`src/rtl/rgmii_rx_decoder.sv`:
```
// RGMII receive front end: DDR nibble/control capture, frame qualification and
// byte assembly with one-byte look-ahead so the final byte of a frame carries last.
module rgmii_rx_decoder #(
    parameter int unsigned SYNC_STAGES = 2
) (
    input  logic       rxClk,
    input  logic       rstLcl,
    input  logic [3:0] rxDataIn,
    input  logic       rxCtrlIn,
    input  logic       intBIn,
    input  logic       mmcmLockedIn,
    output logic [7:0] rxDataOut,
    output logic       rxDataValidOut,
    output logic       rxDataLastOut
);
    localparam int unsigned NIB_W  = 4;
    localparam int unsigned BYTE_W = 8;

    typedef enum logic [1:0] {
        IDLE = 2'd0,
        RECV = 2'd1,
        DROP = 2'd2
    } state_t;

    logic [NIB_W-1:0]       rise_nib;
    logic [NIB_W-1:0]       fall_nib;
    logic                   dv;
    logic                   ctl2;
    logic [SYNC_STAGES-1:0] lock_sync;
    logic [SYNC_STAGES-1:0] int_b_sync;
    logic                   int_b_unused;
    logic                   locked;
    logic                   er;
    logic                   good;
    state_t                 state;
    logic [BYTE_W-1:0]      asm_byte;
    logic                   asm_valid;
    logic [BYTE_W-1:0]      hold_byte;
    logic                   hold_valid;

    // Rising edge carries the low nibble and RX_DV.
    always_ff @(posedge rxClk or negedge rstLcl) begin
        if (!rstLcl) begin
            rise_nib <= '0;
            dv       <= 1'b0;
        end else begin
            rise_nib <= rxDataIn;
            dv       <= rxCtrlIn;
        end
    end

    // Falling edge carries the high nibble and RX_DV XOR RX_ER.
    always_ff @(negedge rxClk or negedge rstLcl) begin
        if (!rstLcl) begin
            fall_nib <= '0;
            ctl2     <= 1'b0;
        end else begin
            fall_nib <= rxDataIn;
            ctl2     <= rxCtrlIn;
        end
    end

    always_ff @(posedge rxClk or negedge rstLcl) begin
        if (!rstLcl) begin
            lock_sync  <= '0;
            int_b_sync <= '0;
        end else begin
            lock_sync  <= {lock_sync[SYNC_STAGES-2:0], mmcmLockedIn};
            int_b_sync <= {int_b_sync[SYNC_STAGES-2:0], intBIn};
        end
    end

    // The interrupt is only brought into the clock domain; nothing consumes it yet.
    assign int_b_unused = int_b_sync[SYNC_STAGES-1];
    assign locked       = lock_sync[SYNC_STAGES-1];
    assign er           = dv ^ ctl2;
    assign good         = dv & locked & ~er;

    // Frame qualification: a frame is accepted only if it starts clean and locked.
    always_ff @(posedge rxClk or negedge rstLcl) begin
        if (!rstLcl) begin
            state     <= IDLE;
            asm_byte  <= '0;
            asm_valid <= 1'b0;
        end else begin
            asm_byte  <= {fall_nib, rise_nib};
            asm_valid <= 1'b0;
            case (state)
                IDLE: begin
                    if (good) begin
                        state     <= RECV;
                        asm_valid <= 1'b1;
                    end else if (dv) begin
                        state <= DROP;
                    end
                end
                RECV: begin
                    if (good) begin
                        asm_valid <= 1'b1;
                    end else if (!dv) begin
                        state <= IDLE;
                    end else begin
                        state <= DROP;
                    end
                end
                DROP: begin
                    if (!dv) begin
                        state <= IDLE;
                    end
                end
                default: state <= IDLE;
            endcase
        end
    end

    // Look-ahead: a held byte is last when no accepted byte follows it.
    always_ff @(posedge rxClk or negedge rstLcl) begin
        if (!rstLcl) begin
            hold_byte      <= '0;
            hold_valid     <= 1'b0;
            rxDataOut      <= '0;
            rxDataValidOut <= 1'b0;
            rxDataLastOut  <= 1'b0;
        end else begin
            rxDataValidOut <= 1'b0;
            rxDataLastOut  <= 1'b0;
            if (hold_valid) begin
                rxDataOut      <= hold_byte;
                rxDataValidOut <= 1'b1;
                rxDataLastOut  <= ~asm_valid;
            end
            if (asm_valid) begin
                hold_byte <= asm_byte;
            end
            hold_valid <= asm_valid;
        end
    end

endmodule

```
`config.mk`:
```
export PLATFORM = sky130hd
export DESIGN_NAME = rgmii_rx_decoder
export DESIGN_NICKNAME = d
export VERILOG_FILES = /design/src/rtl/rgmii_rx_decoder.sv
export SDC_FILE = /design/constraint.sdc
export NUM_CORES = 1
export LEC_CHECK = 0
export ABC_CLOCK_PERIOD_IN_PS = 2700
export BUFFER_PORTS_ARGS = -buffer_cell sky130_fd_sc_hd__buf_4
export CAP_MARGIN = 20
export CORE_UTILIZATION = 52
export CTS_BUF_LIST = sky130_fd_sc_hd__clkbuf_16
export DETAILED_ROUTE_END_ITERATION = 8
export PLACE_DENSITY = 0.73
export SETUP_SLACK_MARGIN = 0.4
export SYNTH_ARGS = -nofsm -noshare
export SYNTH_HDL_FRONTEND = slang
export SYNTH_SLANG_ARGS = --single-unit
```
`constraint.sdc`:
```
create_clock -name rxClk -period 2.7 [get_ports rxClk]
set_input_delay 0.54 -clock rxClk [delete_from_list [all_inputs] [get_ports rxClk]]
set_output_delay 0.54 -clock rxClk [all_outputs]
set_load 0.005 [all_outputs]
```
==> results of run 1 <==
==> power by group through the flow <==
stage,clock [µW],combinational (µW),sequential (µW)
2_1_floorplan,0,118,779
4_1_cts,562,223,784
5_1_grt,595,239,792
3_3_place_gp,0,215,785
3_5_place_dp,0,221,792
6_report,546,218,781
==> synth_stat cells <==
library cell / n
and2b_2: 1
buf_6: 2
dfrtn_1: 5
dfrtp_1: 37
mux2_4: 16
nand2_1: 2
nor3b_1: 2
o211a_1: 1
==> worst paths after layout <==
| kind | startpoint | endpoint | cells past startpoint |
|---|---|---|---|
| min in group rxClk | rise_nib[1]$_DFF_PN0_ | asm_byte[1]$_DFF_PN0_ | 0 |
| hold reg to reg | rise_nib[1]$_DFF_PN0_ | asm_byte[1]$_DFF_PN0_ | 0 |
| max in group asynchronous | rstLcl | ctl2$_DFF_NN0_ | 1 |
| setup reg to reg | ctl2$_DFF_NN0_ | state[1]$_DFFE_PN0P_ | 2 |
| setup / recovery | ctl2$_DFF_NN0_ | state[1]$_DFFE_PN0P_ | 2 |
| hold / removal | rstLcl | rxDataOut[7]$_DFFE_PN0P_ | 1 |
==> state kept, by name (all words and copies together) (netlist names), 2 cells and up <==
name / flops
lock_sync: 2
rise_nib: 4
asm_byte: 8
state: 2
rxDataOut: 8
fall_nib: 4
hold_byte: 8
==> metrics by stage <==
| step | std cells | instance area (µm²) | utilization, % | setup WS, ns |
|---|---|---|---|---|
| after floorplan | 66 | 1360 | - | 0.606 |
| after global placement | 112 | 1510 | 60.8 | 0.539 |
| after detailed placement | 112 | 1510 | 60.8 | 0.539 |
| after CTS | 120 | 1640 | 66.3 | 0.552 |
| after global routing | 120 | 1640 | 66.3 | 0.498 |
| final | 120 | 1640 | 66.3 | 0.546 |
==> placed cells by master (no fill, tap or decap) <==
cell type,n
clkbuf_16,5
clkinv_1,1
nand2_1,2
nor3b_1,2
buf_4,18
mux2_4,16
inv_1,1
clkinv_2,1
dfrtn_1,5
dfrtp_1,37
o211a_1,1
and2b_2,1
==> layer usage <==
metal | wire, µm | vias to the layer above | share of wire [%] | GRT usage, %
met5 | 0 | - | 0 | 0
met1 | 766 | 312 | 43 | 18.4
met3 | 80 | 6 | 4.5 | 6.90
met4 | 64 | 0 | 3.6 | 14.5
met2 | 857 | 16 | 48 | 24.5
li1 | - | 265 | - | -
==> kinds of logic (layout without fill, tap and decap cells) <==
| group | after synthesis | count (layout) | synth area share (%) |
|---|---|---|---|
| AO/OA/AOI/OAI | 1 | 1 | 0.739 |
| flip-flops | 42 | 42 | 77.6 |
| AND/OR/NAND/NOR | 5 | 5 | 2.31 |
| buffers and inverters | 2 | 26 | 1.66 |
| multiplexers | 16 | 16 | 17.7 |
==> cell type report <==
cell class	count	area [µm²]	area share, %
clock buffer	5	125	7.62
clock inverter	3	12.5	0.762
multi-input combinational	22	282	17.1
sequential	42	1050	64.0
tap	30	37.5	2.28
timing repair buffer	18	135	8.23
==> worst max-delay path, stage by stage (launching register included) <==
cell and delay, ns:
dfrtn_1 0.38, nand2_1 0.09, o211a_1 0.21
==> results_dict.tcl, run 1 <==
set metrics [dict create \
    gp_congestion 0.607 \
    r2r_setup_slack_ns 0.55 \
    syn_inst 66 \
    post_cts_buffers 0 \
    final_layout_size_suffix_gt1_share_pct 45.6 \
    finalMaxSlewViolations 0 \
    syn_area_um2 1360 \
    p_leak_uw 0.000798 \
    ir_drop_mv 0.666 \
    fillCellCount 192 \
    relSlewSlack_pct 65.3 \
    ys_seq_area_share_pct 77.6 \
    io_pins 19 \
    grt_pass1_vias 590 \
    die_area_um2 2810 \
    critPathRequiredTime_ns 2.86 \
    drcViolationCount 0 \
    track_usage_pct 16.7 \
    synth.area.top_cells "dfrtp_1 (68%), mux2_4 (18%), dfrtn_1 (9.2%)" \
    viasPerCell 4.99 \
    end_kind "register" \
    syn_nets 75 \
    antenna_cells 0 \
    critical_path_class "reg2reg" \
    timing.hold.ws_ns 0.152 \
    synth_cell_type_count 8 \
    setup_violations 0 \
    cts_root_buf "clkbuf_16" \
    startpoint_type "register" \
    rows 18 \
    cts_tree "done" \
    combPwrFrac_pct 14.1 \
    syn_avg_cell_area_um2 20.5 \
    grt_max_degree 26 \
    max_cap_viol_count 0 \
    antenna_found_initial 0 \
    die_h_um 53.0 \
    syn_to_final_growth_pct 21.2 \
    ctsResizeCount 0 \
    status "completed" \
    clockBufferDepth 2 \
    tightest_slew_ns 0.521 \
    insertion_delay_ns 0.30 \
    yosys.area.top_type "dfrtp_1" \
    dr_total_vias 599 \
    port_buffers 17 \
    arrival_ns 2.32 \
    synth-seq-cells 42 \
    rsz0062_at_grt "no" \
    p_per_area_nw_per_um2 941 \
    grt_pass1_wl_um 2920 \
    swShare_pct 20.9 \
    core_um2 2480 \
    p_clk_share_pct 35.3 \
    fin_nets 98 \
    ant_nets 0 \
    synth_top_cell_area_share_pct 68.3 \
    drt_first_iter_violations 8 \
    finalPower_uw 1550 \
    fin_skew_ns 0.0240 \
    holdBufCountCts 0 \
    overflow 0 \
    hold_path_class "in2async" \
    crit_fanout 3 \
    path_clk_slew_ns 0.05 \
    routed_wl_um 1770 \
    yosysWarnings 0 \
    drtPass1Iterations 3 \
    initial_core_util_pct 54.7 \
    finalHoldViolCount 0 \
    numClockSinks 42 \
    cts_buffers 5 \
    p_int_uw 1220 \
    finalSetupTns_ns 0 \
    hpwl_um 1070 \
    drt-wirelength-per-cell_um 14.7 \
    power.switching_uw 323 \
    seq_power_share_pct 50.6 \
    die-width_um 53.0 \
    cts-htree-levels 2 \
]
Power figures use the tool's default switching activity.
==> run 2, diff against run 1 <==
Settings changed: ABC_AREA set to 1, ABC_CLOCK_PERIOD_IN_PS 2700 to 2100, PLACE_DENSITY 0.73 to 0.74.
Clock period 2.7 ns to 2.1 ns, I/O delays scaled along.
==> results_dict.tcl, run 2 <==
set metrics [dict create \
    critPathRequiredTime_ns 2.27 \
    synth_cell_type_count 11 \
    setup_violations 0 \
    p_leak_uw 0.000803 \
    grt_pass1_wl_um 3020 \
    fin_util_pct 70.8 \
    fillCellCount 151 \
    startpoint_type "register" \
    hold_start "mmcmLockedIn" \
    die_h_um 51.7 \
    grt_pass1_vias 698 \
    yosys.area.top_type "dfrtp_1" \
    relSlewSlack_pct 72.8 \
    rows 17 \
    fin_nets 129 \
    synth_edf_count 0 \
    yosys_most_used_dff "dfrtp_1" \
    die-width_um 51.7 \
    cp-startpoint "ctl2$_DFF_NN0_" \
    syn_avg_cell_area_um2 13.4 \
    routed_wl_um 1660 \
    p_per_area_nw_per_um2 1200 \
    synth.area.top_cells "dfrtp_1 (72%), dfrtn_1 (9.7%), o21ai_0 (5.8%)" \
    dr_total_vias 680 \
    drtPass1Iterations 4 \
    status "completed" \
    core_um2 2280 \
    seqCellArea_um2 1050 \
    worstReg2RegStart "ctl2$_DFF_NN0_" \
    clockBufferDepth 2 \
    hpwl_um 1030 \
    arrival_ns 1.91 \
    layout_commonest_cell "dfrtp_1" \
    fin_skew_ns 0.0247 \
    numClockSinks 42 \
    dp_worst_setup_slack_ns 0.361 \
    grt_max_degree 32 \
    tightest_slew_ns 0.408 \
    ir_drop_mv 0.826 \
    crit_fanout 2 \
    ant_nets 0 \
    io_pins 19 \
    finalPower_uw 1930 \
    hold_path_class "in2reg" \
    drt-wirelength-per-cell_um 11.2 \
    dp.cells 140 \
    drcViolationCount 0 \
    rsz0062_at_grt "yes" \
    ys_seq_area_share_pct 81.7 \
    synth-seq-cells 42 \
    synth_top_cell_area_share_pct 72.0 \
    final_layout_size_suffix_gt1_share_pct 20.7 \
    antenna_cells 0 \
    critical_path_class "reg2reg" \
    insertion_delay_ns 0.30 \
    yosysWarnings 0 \
    syn_nets 105 \
    fin_ws_ns 0.360 \
    syn_area_um2 1290 \
    end_kind "register" \
    max_cap_viol_count 0 \
    initial_core_util_pct 56.5 \
    syn_inst 96 \
    finalHoldViolCount 0 \
    antenna_found_initial 0 \
    overflow 0 \
    syn_to_final_growth_pct 25.2 \
    cts-htree-levels 2 \
    track_usage_pct 17.0 \
    synth_common_cells "dfrtp_1 (37), nand2_1 (19), o21ai_0 (15), inv_1 (10)" \
    die_area_um2 2680 \
    finalSetupTns_ns 0 \
    drt_first_iter_violations 17 \
    port_buffers 17 \
    cts_root_buf "clkbuf_16" \
    yosys.cell_count.top_type "dfrtp_1" \
    finalMaxSlewViolations 0 \
    cts_buffers 5 \
    cts_tree "done" \
    multi_input_area_um2 175 \
    path_clk_slew_ns 0.05 \
    reg.largest.list "asm_byte (8), hold_byte (8), rxDataOut (8)" \
    viasPerCell 4.56 \
    fin_cells 149 \
    final_cell_mix "dfrtp_1 (37), nand2_1 (19), buf_4 (18)" \
    async_flop_share_pct 100 \
    gp_congestion 0.685 \
]
==> run 2: cell type report <==
type / count / share of cell area (%)
flip-flops and latches: 42 / 65.3
multi-input cells: 41 / 10.9
repair buffers: 19 / 9.01
clock buffers: 5 / 7.77
inverters: 11 / 2.56
clock inverters: 3 / 2.33
well taps: 28 / 2.18
==> run 2: path summary, 6_finish.rpt <==
path                                          end  slack [ns]  cells past startpoint
min                        lock_sync[0]$_DFF_PN0_        0.25                      1
max in group asynchronous   fall_nib[0]$_DFF_NN0_        0.49                      2
min reg2reg                 asm_byte[0]$_DFF_PN0_        0.35                      0
min in group asynchronous            dv$_DFF_PN0_        0.52                      2
max                          state[1]$_DFFE_PN0P_        0.36                      3
max reg2reg                  state[1]$_DFFE_PN0P_        0.36                      3
==> run 2: where the power goes <==
group	switching (µW)	internal (µW)	leakage, µW
Sequential	39.7	905	0.000518
Combinational	80.8	86.0	0.000198
Clock	264	551	0.0000864
Total	384	1540	0.000803
==> run 2: kinds of logic (layout without fill, tap and decap cells) <==
group	after synthesis	after routing	synth area share, %
DFF	42	42	81.7
and+or+nand+nor	25	25	7.39
AOI/OAI and AO/OA	16	16	6.23
buffers and inverters	13	38	4.67
==> run 2: worst max-delay path, cell delays in order, from the launching register on <==
cell	delay, ns
dfrtn_1	0.41
inv_1	0.04
nor2_1	0.07
nor2_1	0.04
==> run 2: stage by stage <==
step	area [µm²]	hold WS [ns]
after floorplan	1290	0.124
after global placement	1440	0.262
after global routing	1610	0.242
final	1610	0.251
after detailed placement	1440	0.264
after CTS	1610	0.244
==> run 2: routing by layer <==
layer,up-vias,global-route usage [%],part of all wire (%)
li1,343,-,-
met1,305,19.4,44
met2,27,26.4,46
met3,5,7.02,6.5
met4,0,10.8,3.3
met5,-,0,0
==> run 2: repair_timing <==
action,4_1_cts,5_1_grt
pin swaps,0,0
hold endpoints to repair,6,0
setup endpoints to repair,3,3
hold buffers,1,0
resized for setup,0,0
buffers inserted,0,0
==> run 3, diff against run 2 <==
Settings changed: ABC_CLOCK_PERIOD_IN_PS 2100 to 1550, CORE_UTILIZATION 52 to 48, PLACE_DENSITY 0.74 to 0.72.
Clock period 2.1 ns to 1.55 ns, I/O delays scaled along.
==> results_dict.tcl, run 3 (synthesis gave the netlist of run 2 again) <==
set metrics [dict create \
    grt_use_met2_pct 21.6 \
    top_usage_layer "met2" \
    grt_pass1_wl_um 2680 \
    post_cts_buffers 0 \
    power.switching_uw 513 \
    combPwrFrac_pct 9.4 \
    rsz0062_at_grt "yes" \
    status "completed" \
    fin_skew_ns 0.0291 \
    layout_commonest_cell "dfrtp_1" \
    port_buffers 17 \
    hpwl_um 1110 \
    dr_total_vias 714 \
    fin_nets 129 \
    clockBufferDepth 2 \
    ir_drop_mv 1.02 \
    antenna_found_initial 0 \
    cts_tree "done" \
    numClockSinks 42 \
    end_kind "register" \
    drt-wirelength-per-cell_um 11.5 \
    core_um2 2500 \
    rows 18 \
    gp_congestion 0.705 \
    hold_path_class "in2async" \
    overflow 0 \
    final_layout_size_suffix_gt1_share_pct 22.3 \
    die-width_um 53.8 \
    routed_wl_um 1730 \
    finalMaxSlewViolations 0 \
    r2r_end "state[1]$_DFFE_PN0P_" \
    p_int_uw 1920 \
    path_clk_slew_ns 0.05 \
    die_area_um2 2890 \
    final_cell_mix "dfrtp_1 (37), nand2_1 (19), buf_4 (18)" \
    cts_root_buf "clkbuf_16" \
    p_leak_uw 0.000802 \
    drtPass1Iterations 4 \
    multi_input_area_um2 185 \
    final_area_um2 1600 \
    setup_violations 0 \
    grt_max_degree 23 \
    seq_power_share_pct 52.6 \
    relSlewSlack_pct 55.9 \
    finalSetupTns_ns 0 \
    p_per_area_nw_per_um2 1520 \
    finalHoldViolCount 0 \
    crit_fanout 2 \
    ff2ff_path_depth 3 \
    worstReg2RegStart "ctl2$_DFF_NN0_" \
    insertion_delay_ns 0.30 \
    placed_area_um2 1440 \
    ant_nets 0 \
    arrival_ns 1.66 \
    fillCellCount 182 \
    die_h_um 53.8 \
    initial_core_util_pct 51.5 \
    drcViolationCount 0 \
    critPathRequiredTime_ns 1.72 \
    viasPerCell 4.73 \
    critical_path_class "reg2reg" \
    syn_to_final_growth_pct 24.3 \
    p_clk_share_pct 38.0 \
    track_usage_pct 14.2 \
    grt_pass1_vias 599 \
    startpoint_type "register" \
    globalRouteMet1Util_pct 17.5 \
    cts-htree-levels 2 \
    io_pins 19 \
    swShare_pct 21.1 \
    max_cap_viol_count 0 \
    reg.largest.list "asm_byte (8), hold_byte (8), rxDataOut (8)" \
    tightest_slew_ns 0.661 \
    gr-usage-met3_pct 5.93 \
    r2r_setup_slack_ns 0.06 \
    seqCellArea_um2 1050 \
    cts_buffers 5 \
    timing.hold.ws_ns 0.0739 \
    antenna_cells 0 \
    drt_first_iter_violations 3 \
]
-- run 3: metal layers --
metal  routed length (µm)  share of wire (%)
met3                   96                5.5
met5                    0                  0
met4                   37                2.1
met1                  737                 43
met2                  862                 50
-- run 3: per-stage QoR --
| stage | utilization (%) | power [µW] | cells | setup slack [ns] |
|---|---|---|---|---|
| after floorplan | - | 1380 | 96 | 0.137 |
| after global placement | 57.6 | 1500 | 142 | 0.130 |
| after detailed placement | 57.6 | 1520 | 142 | 0.0801 |
| after CTS | 63.8 | 2460 | 151 | 0.0524 |
| after global routing | 64.0 | 2570 | 151 | 0.0170 |
| final | 64.0 | 2430 | 151 | 0.0591 |
-- run 3: area by class of cell --
class / instances / share of cell area [%]
clock buffer: 5 / 7.82
clock inverter: 3 / 0.704
inverter: 11 / 2.58
multi-input combinational: 41 / 11.6
sequential: 42 / 65.7
tap: 30 / 2.35
timing repair buffer: 19 / 9.23
-- run 3: worst max path at each step --
stage | from | to | slack (ns) | cells after the start
3_5_place_dp | ctl2$_DFF_NN0_ | asm_valid$_DFF_PN0_ | 0.08 | 2
4_1_cts | ctl2$_DFF_NN0_ | asm_valid$_DFF_PN0_ | 0.05 | 2
6_report | ctl2$_DFF_NN0_ | state[1]$_DFFE_PN0P_ | 0.06 | 3
5_1_grt | ctl2$_DFF_NN0_ | state[1]$_DFFE_PN0P_ | 0.02 | 3
2_1_floorplan | ctl2$_DFF_NN0_ | state[1]$_DFFE_PN0P_ | 0.14 | 3
3_3_place_gp | ctl2$_DFF_NN0_ | state[1]$_DFFE_PN0P_ | 0.13 | 3
-- run 3: power groups by stage --
| stage | registers [µW] | logic (µW) | clock network (µW) |
|---|---|---|---|
| 2_1_floorplan | 1290 | 82.9 | 0 |
| 3_3_place_gp | 1290 | 215 | 0 |
| 3_5_place_dp | 1300 | 227 | 0 |
| 4_1_cts | 1280 | 234 | 946 |
| 5_1_grt | 1300 | 267 | 1010 |
| 6_report | 1280 | 229 | 924 |
-- run 3: critical path, stage by stage, from the launching register on --
cell	delay, ns
dfrtn_1	0.41
inv_1	0.04
nor2_1	0.08
nor2_1	0.05
-- run 3: what timing repair did --
item                       in CTS  in global routing
pin swaps                       2                  1
setup endpoints to repair       7                 22
gates resized for setup         2                  2
hold buffers                    1                  0
hold endpoints to repair       15                  0
